**config.mk**
```make
export PLATFORM = sky130hd
export DESIGN_NAME = pulse_scheduler
export DESIGN_NICKNAME = d
export VERILOG_FILES = /design/src/rtl/pulse_scheduler.sv
export SDC_FILE = /design/constraint.sdc
export NUM_CORES = 2
export LEC_CHECK = 0
export BUFFER_PORTS_ARGS = -buffer_cell sky130_fd_sc_hd__buf_2
export CAP_MARGIN = 40
export CORE_ASPECT_RATIO = 0.6
export CORE_MARGIN = 1
export CORE_UTILIZATION = 50
export CTS_CLUSTER_DIAMETER = 150
export DETAILED_ROUTE_END_ITERATION = 8
export PLACE_DENSITY = 0.74
export SLEW_MARGIN = 25
export SYNTH_ARGS = -nofsm -noshare
export SYNTH_HDL_FRONTEND = slang
export SYNTH_SLANG_ARGS = --single-unit
export TNS_END_PERCENT = 5
```
**constraint.sdc**
```tcl
create_clock -name clk -period 7.6 [get_ports clk]
set_input_delay 1.52 -clock clk [delete_from_list [all_inputs] [get_ports clk]]
set_output_delay 1.52 -clock clk [all_outputs]
set_load 0.02 [all_outputs]
```
**src/rtl/pulse_scheduler.sv**
```systemverilog
// Timed issue queue: buffers pulse commands with absolute trigger times and
// replays each one into the pulse register when the local timer reaches it.
module pulse_scheduler #(
  parameter int CMD_WIDTH  = 79,
  parameter int DATA_WIDTH = 32,
  parameter int TIME_WIDTH = 32,
  parameter int DEPTH      = 8
) (
  input  logic                       clk,
  input  logic                       rst_n,
  input  logic [CMD_WIDTH-1:0]       cmd_in,
  input  logic [DATA_WIDTH-1:0]      reg_in,
  input  logic [TIME_WIDTH-1:0]      time_in,
  input  logic                       cmd_valid,
  output logic                       cmd_ready,
  input  logic                       run,
  input  logic                       time_clr,
  input  logic                       flush,
  input  logic                       err_clr,
  output logic [CMD_WIDTH-1:0]       pulse_cmd_out,
  output logic [DATA_WIDTH-1:0]      reg_out,
  output logic                       pulse_write_en,
  output logic                       cstrobe_out,
  output logic [TIME_WIDTH-1:0]      time_cnt,
  output logic [$clog2(DEPTH):0]     fill_count,
  output logic                       late_err
);

  localparam int AW = $clog2(DEPTH);
  localparam int CW = AW + 1;

  logic [CMD_WIDTH-1:0]  cmd_mem_q  [DEPTH];
  logic [CMD_WIDTH-1:0]  cmd_mem_d  [DEPTH];
  logic [DATA_WIDTH-1:0] reg_mem_q  [DEPTH];
  logic [DATA_WIDTH-1:0] reg_mem_d  [DEPTH];
  logic [TIME_WIDTH-1:0] time_mem_q [DEPTH];
  logic [TIME_WIDTH-1:0] time_mem_d [DEPTH];

  logic [AW-1:0]         wr_ptr_q, wr_ptr_d;
  logic [AW-1:0]         rd_ptr_q, rd_ptr_d;
  logic [CW-1:0]         count_q, count_d;
  logic [TIME_WIDTH-1:0] time_cnt_q, time_cnt_d;
  logic [CMD_WIDTH-1:0]  pulse_cmd_q, pulse_cmd_d;
  logic [DATA_WIDTH-1:0] reg_out_q, reg_out_d;
  logic                  strobe_q, strobe_d;
  logic                  late_err_q, late_err_d;

  logic [TIME_WIDTH-1:0] diff_s;
  logic                  not_empty_s;
  logic                  push_s;
  logic                  issue_s;
  logic                  late_s;

  assign cmd_ready = (count_q < CW'(DEPTH));

  // Issue decision: modular difference between head trigger time and timer
  always_comb begin
    diff_s      = time_mem_q[rd_ptr_q] - time_cnt_q;
    not_empty_s = (count_q != {CW{1'b0}});
    late_s      = diff_s[TIME_WIDTH-1];
    issue_s     = not_empty_s && run && !flush &&
                  ((diff_s == {TIME_WIDTH{1'b0}}) || late_s);
    push_s      = cmd_valid && cmd_ready && !flush;
  end

  // Next-state for queue storage, pointers, count, timer and outputs
  always_comb begin
    for (int i = 0; i < DEPTH; i++) begin
      cmd_mem_d[i]  = cmd_mem_q[i];
      reg_mem_d[i]  = reg_mem_q[i];
      time_mem_d[i] = time_mem_q[i];
    end
    wr_ptr_d    = wr_ptr_q;
    rd_ptr_d    = rd_ptr_q;
    count_d     = count_q;
    time_cnt_d  = time_cnt_q;
    pulse_cmd_d = pulse_cmd_q;
    reg_out_d   = reg_out_q;
    strobe_d    = issue_s;
    late_err_d  = late_err_q;

    if (push_s) begin
      cmd_mem_d[wr_ptr_q]  = cmd_in;
      reg_mem_d[wr_ptr_q]  = reg_in;
      time_mem_d[wr_ptr_q] = time_in;
    end else begin
      wr_ptr_d = wr_ptr_q;
    end

    // Flush wins over push/pop; issue_s is already masked by flush
    if (flush) begin
      wr_ptr_d = {AW{1'b0}};
      rd_ptr_d = {AW{1'b0}};
      count_d  = {CW{1'b0}};
    end else begin
      wr_ptr_d = push_s  ? (wr_ptr_q + AW'(1)) : wr_ptr_q;
      rd_ptr_d = issue_s ? (rd_ptr_q + AW'(1)) : rd_ptr_q;
      case ({push_s, issue_s})
        2'b10:   count_d = count_q + CW'(1);
        2'b01:   count_d = count_q - CW'(1);
        default: count_d = count_q;
      endcase
    end

    if (issue_s) begin
      pulse_cmd_d = cmd_mem_q[rd_ptr_q];
      reg_out_d   = reg_mem_q[rd_ptr_q];
    end else begin
      pulse_cmd_d = pulse_cmd_q;
      reg_out_d   = reg_out_q;
    end

    if (issue_s && late_s) begin
      late_err_d = 1'b1;
    end else if (err_clr) begin
      late_err_d = 1'b0;
    end else begin
      late_err_d = late_err_q;
    end

    if (time_clr) begin
      time_cnt_d = {TIME_WIDTH{1'b0}};
    end else if (run) begin
      time_cnt_d = time_cnt_q + TIME_WIDTH'(1);
    end else begin
      time_cnt_d = time_cnt_q;
    end
  end

  // State registers with asynchronous active-low reset
  always_ff @(posedge clk or negedge rst_n) begin
    if (!rst_n) begin
      for (int i = 0; i < DEPTH; i++) begin
        cmd_mem_q[i]  <= {CMD_WIDTH{1'b0}};
        reg_mem_q[i]  <= {DATA_WIDTH{1'b0}};
        time_mem_q[i] <= {TIME_WIDTH{1'b0}};
      end
      wr_ptr_q    <= {AW{1'b0}};
      rd_ptr_q    <= {AW{1'b0}};
      count_q     <= {CW{1'b0}};
      time_cnt_q  <= {TIME_WIDTH{1'b0}};
      pulse_cmd_q <= {CMD_WIDTH{1'b0}};
      reg_out_q   <= {DATA_WIDTH{1'b0}};
      strobe_q    <= 1'b0;
      late_err_q  <= 1'b0;
    end else begin
      for (int i = 0; i < DEPTH; i++) begin
        cmd_mem_q[i]  <= cmd_mem_d[i];
        reg_mem_q[i]  <= reg_mem_d[i];
        time_mem_q[i] <= time_mem_d[i];
      end
      wr_ptr_q    <= wr_ptr_d;
      rd_ptr_q    <= rd_ptr_d;
      count_q     <= count_d;
      time_cnt_q  <= time_cnt_d;
      pulse_cmd_q <= pulse_cmd_d;
      reg_out_q   <= reg_out_d;
      strobe_q    <= strobe_d;
      late_err_q  <= late_err_d;
    end
  end

  assign pulse_cmd_out  = pulse_cmd_q;
  assign reg_out        = reg_out_q;
  assign pulse_write_en = strobe_q;
  assign cstrobe_out    = strobe_q;
  assign time_cnt       = time_cnt_q;
  assign fill_count     = count_q;
  assign late_err       = late_err_q;

endmodule

```
# --- Word-level counts from Yosys, hierarchy flattened ---
# Cells that the tools add are included.
totals:
  register_bits: 1299
  input_bits: 150
  out_inout_bits: 151
classes:
  n_addsub: 6
  order_cmp: 4
  eq_ne: 2
  muxes: 26
  bitwise_logic: 2
  n_reduce_logical: 16
ops:
  columns: ["op", "n"]
  rows:
  - ["632-bit bitwise mux", 1]
  - ["256-bit bitwise mux", 2]
  - ["79-bit binary-select mux with 3-bit select", 1]
  - ["79-bit demux with 3-bit select", 1]
  - ["79-bit two-way mux", 3]
  - ["32-bit two-way mux", 7]
  - ["32-bit binary-select mux with 3-bit select", 2]
  - ["32-bit demux with 3-bit select", 1]
  - ["32-bit by 1-bit adder with 32-bit output, second input constant", 1]
  - ["32-bit zero test", 1]
  - ["32-bit subtractor", 1]
  - ["3-bit two-way mux", 4]
  - ["4-bit greater-or-equal comparator, second input constant", 2]
  - ["3-bit inverter with 4-bit output", 2]
  - ["4-bit one-hot mux with 2 select lines", 1]
  - ["2-bit nonzero test", 4]
  - ["1-bit logical AND", 7]
  - ["3-bit by 1-bit adder with 3-bit output, second input constant", 2]
  - ["4-bit by 1-bit adder with 4-bit output, second input constant", 1]
  - ["4-bit by 1-bit less-than comparator with 1-bit output, second input constant", 1]
  - ["4-bit less-than comparator, second input constant", 1]
  - ["4-bit two-way mux", 1]
  - ["4-bit nonzero test", 1]
  - ["4-bit by 1-bit subtractor with 4-bit output, second input constant", 1]
  - ["other kinds (6)", 7]

# --- Logic depth before layout (Yosys ltp) ---
logic_depth:
  word_depth: 11
  depth_mapped: 28
  ltp_nobuf: 21

# --- Worst setup path before layout ---
# OpenSTA, ideal clock, no wires.
synth_timing:
  kind: "reg2reg"
  from: "register rd_ptr_q[0]"
  to: "register count_q[3], in the netlist fill_count[3]"
  arrival_time_ps: 6502
  t_required_ps: 7464
  slack_ps: 962
  stages_incl_launch_ff: 28
  path_cell_list: "dfrtp_1 > buf_2 > buf_1 > buf_1 > mux4_2 > mux2_2 > ha_1 > buf_4 > a211oi_2 > nor3_1 > or2_1 > o311a_1 > or3_1 > a211o_1 > nor4_4 > and3_1 > buf_4 > or2_1 > buf_4 > buf_6 > o21a_1 > ha_1 > a21o_1 > a21o_1 > nand2_1 > a211oi_1 > nor4bb_1 > a21oi_1"
synth_between:
  elab_chain_len: 11
  elab_cells_between_ends: 13
synth_rtl:
  columns: ["item", "line", "source"]
  rows:
  - ["from (decl)", "40", "logic [AW-1:0] rd_ptr_q, rd_ptr_d;"]
  - ["from (signal assigned)", "139", "rd_ptr_q <= {AW{1'b0}};"]
  - ["from (signal assigned)", "153", "rd_ptr_q <= rd_ptr_d;"]
  - ["3-bit inverter with 4-bit output (implied by the code) *", "58", "diff_s = time_mem_q[rd_ptr_q] - time_cnt_q;"]
  - ["32-bit binary-select mux with 3-bit select *", "58", null]
  - ["32-bit two-way mux (implied by the code) * (2 in series)", "58", null]
  - ["32-bit subtractor *", "58", null]
  - ["32-bit zero test", "62", "((diff_s == {TIME_WIDTH{1'b0}}) || late_s);"]
  - ["1-bit logical OR *", "62", null]
  - ["1-bit logical AND *", "61", "issue_s = not_empty_s && run && !flush &&"]
  - ["2-bit by 1-bit equality test with 1-bit output or 2-bit equality test (tied branches)", "98", "case ({push_s, issue_s})"]
  - ["4-bit one-hot mux with 2 select lines", "98", null]
  - ["4-bit two-way mux", "91", "if (flush) begin"]
  - ["to (signal assigned)", "140", "count_q <= {CW{1'b0}};"]
  - ["to (signal assigned)", "154", "count_q <= count_d;"]
  - ["to (decl)", "41", "logic [CW-1:0] count_q, count_d;"]
# Every way passes the cells marked *; elsewhere a longest branch is shown, timed or not. The select of a mux whose other input is x is not followed.
# A chain may end at the register's enable or synchronous reset.

# --- Worst setup path after layout ---
layout_timing:
  from: "register rd_ptr_q[0]"
  to: "register pulse_cmd_q[24], in the netlist pulse_cmd_out[24]"
layout_between:
  elab_chain_len: 8
  elab_cells_between_ends: 11
layout_rtl:
  columns: ["item", "line", "source"]
  rows:
  - ["3-bit inverter with 4-bit output (implied by the code) *", "58, 106", null]
  - ["32-bit binary-select mux with 3-bit select", "58", null]
  - ["32-bit two-way mux (implied by the code) (2 in series)", "58", null]
  - ["32-bit subtractor", "58", null]
  - ["32-bit zero test", "62", null]
  - ["1-bit logical OR", "62", null]
  - ["1-bit logical AND", "61", null]
  - ["to (signal assigned)", "142", "pulse_cmd_q <= {CMD_WIDTH{1'b0}};"]
  - ["to (signal assigned)", "156", "pulse_cmd_q <= pulse_cmd_d;"]
  - ["to (decl)", "43", "logic [CMD_WIDTH-1:0] pulse_cmd_q, pulse_cmd_d;"]
# Marks and branches as above.

==> results.cfg <==
[detailed_routing]
drtIter0Drc = 2483
drt_wl_total_mm = 143
viasPerCell = 5.97
postRouteAntennaNets = 0
wl_per_cell_um = 24.5
vias = 34800
drt-pass1-iter-count = 5
drc = 0

[synth]
syn_nets = 4095
syn_inst = 3907
synth_cell_types = 69
synth.area.mux_share_pct = 35.4
yosys.area_share.simple_pct = 3.17
avgSynthCellArea_sq_um = 15.1
synth_common_cells = dfrtp_1 (1299), mux2_2 (1174), mux4_2 (286)
synth_xor_xnor_area_share_pct = 0.579
syn-cell-area_sq_mm = 0.0590
yosysTopAreaCellShare_pct = 55.1
synth_area_leaders = dfrtp_1 (55%), mux2_2 (22%), mux4_2 (11%), mux2i_1 (2.1%), clkbuf_1 (1.3%)
synth_ff_type = dfrtp_1
synth_edf_count = 0
synth_top_family_by_area = multiplexers
synth_fa_ha_area_share_pct = 0.831
yosysSeqAreaShare_pct = 55.1
synth-compound-area-share_pct = 2.87
ys_warn_count = 0
synth-seq-cells = 1299
synthArstFlopShare_pct = 100
yosysTopAreaCell = dfrtp_1
synthMostInstantiatedCell = dfrtp_1

[floorplan]
coreArea_sq_mm = 0.117
die_w_um = 446
rows = 97
io_pins = 301
dieArea_sq_mm = 0.120
dieHeight_um = 268
start_util_pct = 50.5

[cells_and_area]
fillers = 9152
nNetsFinal = 4330
seq_area_sq_mm = 0.0325
final_cells = 5834
synthToLayoutAreaGrowth_pct = 12.5
final_area_sq_mm = 0.0664
multi_input_area_sq_mm = 0.0253
drive_above_1_share_pct = 48.9

[global_route]
use_met1_pct = 36.1
antenna_found_initial = 26
gr-usage-met2_pct = 36.7
grt_use_met3_pct = 4.44
grt_pass1_wl_mm = 224
track_usage_pct = 24.2
grt_max_degree = 168
grt_overflow_total = 0
grt-busiest-layer = met2
grt_pass1_vias = 35800

[timing]
finalSetupTns_ns = 0
hold_viol_final = 0
max_freq_mhz = 147
slew_violations = 0
period_needed_ns = 6.82
tightest_slew_ns = 0.961
relSlewSlack_pct = 35.3
rsz0062_at_grt = false
fin_crit_sh_pct = 89.8
setup_viol_count_final = 0
clock-skew-final_ns = 0.0252

[place]
globalplace.congestion = 0.943
dpl.cell_count = 5606
place_area_sq_mm = 0.0625
port_buffers = 300
hpwl_mm = 86.8

[critical_path]
cp-start-kind = flip-flop
critPathRequiredTime_ns = 8.22
critPathBufInv = 4
cpMaxStageDelayCell = dfrtp_4
reg2regPathDepth = 17
cp_num_cells = 17
cp_cell_sequence = buf_4, mux4_2, mux2_2, ha_1, a21oi_1, o21ai_0, a21oi_1, o221ai_1, nor4_1, nand4_1, nor4_4, and3_4, buf_4, buf_4, buf_16, nor3_1, a21oi_1
crit_type = reg -> reg
cp_slowest_stage_delay_ns = 0.87
cp_top_family = buffers and inverters
cp-end-kind = flip-flop
worstPathArrival_ns = 7.44
critical_path.max_fanout = 48

[status]
status = finished clean

[worst_hold_path]
hold_path_class = reg -> reg
hold_depth = 1

[pwr]
p_int_mw = 15.9
p_switching_mw = 7.75
leakagePower_nw = 30.2
pwr-share-clk_pct = 25.4
vdd_ir_drop_max_v = 0.000251
power_mw = 23.7
seq_power_share_pct = 41.0
p_comb_share_pct = 33.6
swShare_pct = 32.7
power.density_mw_per_mm2 = 356

[cts]
clockBufferDepth = 3
clk_latency_ns = 0.72
h-tree-depth = 3
cts_root_buffer = clkbuf_16
cts.clk_slew.worst_paths_ns = 0.06
cts_hold_buf = 0
cts_made_buffers = 116
post_cts_resized = 0
cts.sinks = 1299
cts_tree = yes
cts_setup_buffers = 0

[run]
maxCapViolCount = 0
## power by group through the flow
stage,Combinational (mW),Clock (mW),Sequential [mW]
2_1_floorplan,5.55,0,9.80
3_3_place_gp,7.72,0,9.73
3_5_place_dp,7.92,0,9.79
4_1_cts,7.95,6.16,9.69
5_1_grt,8.63,6.42,9.92
6_report,7.96,6.01,9.70
## cells in the final DEF, fill, tap and decap left out, drive strengths merged, types with 4 or more instances in the layout
master / instances
a211o: 10
a211oi: 9
a21o: 13
a21oi: 154
a311oi: 4
and2: 7
and3: 9
buf: 385
bufinv: 6
clkbuf: 171
clkinv: 27
clkinvlp: 5
dfrtp: 1299
diode: 12
ha: 36
inv: 48
mux2: 1174
mux2i: 122
mux4: 286
nand2: 42
nand2b: 7
nand3: 31
nand3b: 5
nand4: 21
nor2: 76
nor2b: 7
nor3: 130
nor4: 12
o2111ai: 5
o211ai: 6
o21a: 6
o21ai: 30
or2: 6
or3: 4
xnor2: 34
xor2: 5
## metal layers
layer  share of wire, %  routed length (um)
met5               0.10                 143
met4                2.0                2840
met3                5.0                7120
met2                 46               65900
met1                 47               67000
## final timing paths
path / start / end / slack (ns)
min in group asynchronous: rst_n / cmd_mem_q[373] / 0.82
hold / removal: reg_mem_q[157] / reg_mem_q[157] / 0.50
hold reg to reg: reg_mem_q[157] / reg_mem_q[157] / 0.50
setup / recovery: rd_ptr_q[0] / pulse_cmd_out[24] / 0.78
max in group asynchronous: rst_n / cmd_mem_q[27] / 5.04
setup reg to reg: rd_ptr_q[0] / pulse_cmd_out[24] / 0.78
## registers in the layout, summed over array words and instances (netlist names)
register / cells
reg_out: 32
time_cnt: 32
time_mem_q: 256
fill_count: 4
reg_mem_q: 256
cstrobe_out: 1
cmd_mem_q: 632
pulse_cmd_out: 79
late_err: 1
wr_ptr_q: 3
rd_ptr_q: 3
## kinds of logic (layout without fill, tap and decap cells)
kind of cell / count (synthesis) / in the layout
XOR/XNOR: 39 / 39
AO/OA/AOI/OAI: 268 / 268
buffers and inverters: 311 / 642
flip-flops: 1299 / 1299
multiplexers: 1582 / 1582
other: 0 / 12
AND/OR/NAND/NOR: 370 / 370
adder cells (fa/ha/maj): 38 / 38
## layout make-up
cell class | instances | area share, %
Multi-Input combinational cell | 2297 | 38.1
Clock buffer | 171 | 5.15
Timing Repair Buffer | 385 | 3.84
Tap cell | 1584 | 2.98
Sequential cell | 1299 | 48.9
Antenna cell | 12 | 0.0452
Inverter | 43 | 0.243
Clock inverter | 43 | 0.665
## through the flow
stage	hold WS, ns	util (%)	setup WS [ns]
after floorplan	0.474	-	0.962
after CTS	0.502	56.8	0.843
final	0.498	56.8	0.777
after global routing	0.510	56.8	0.293
after global placement	0.481	53.2	0.846
after detailed placement	0.487	53.5	0.894
(Power assumes the default switching activity.)
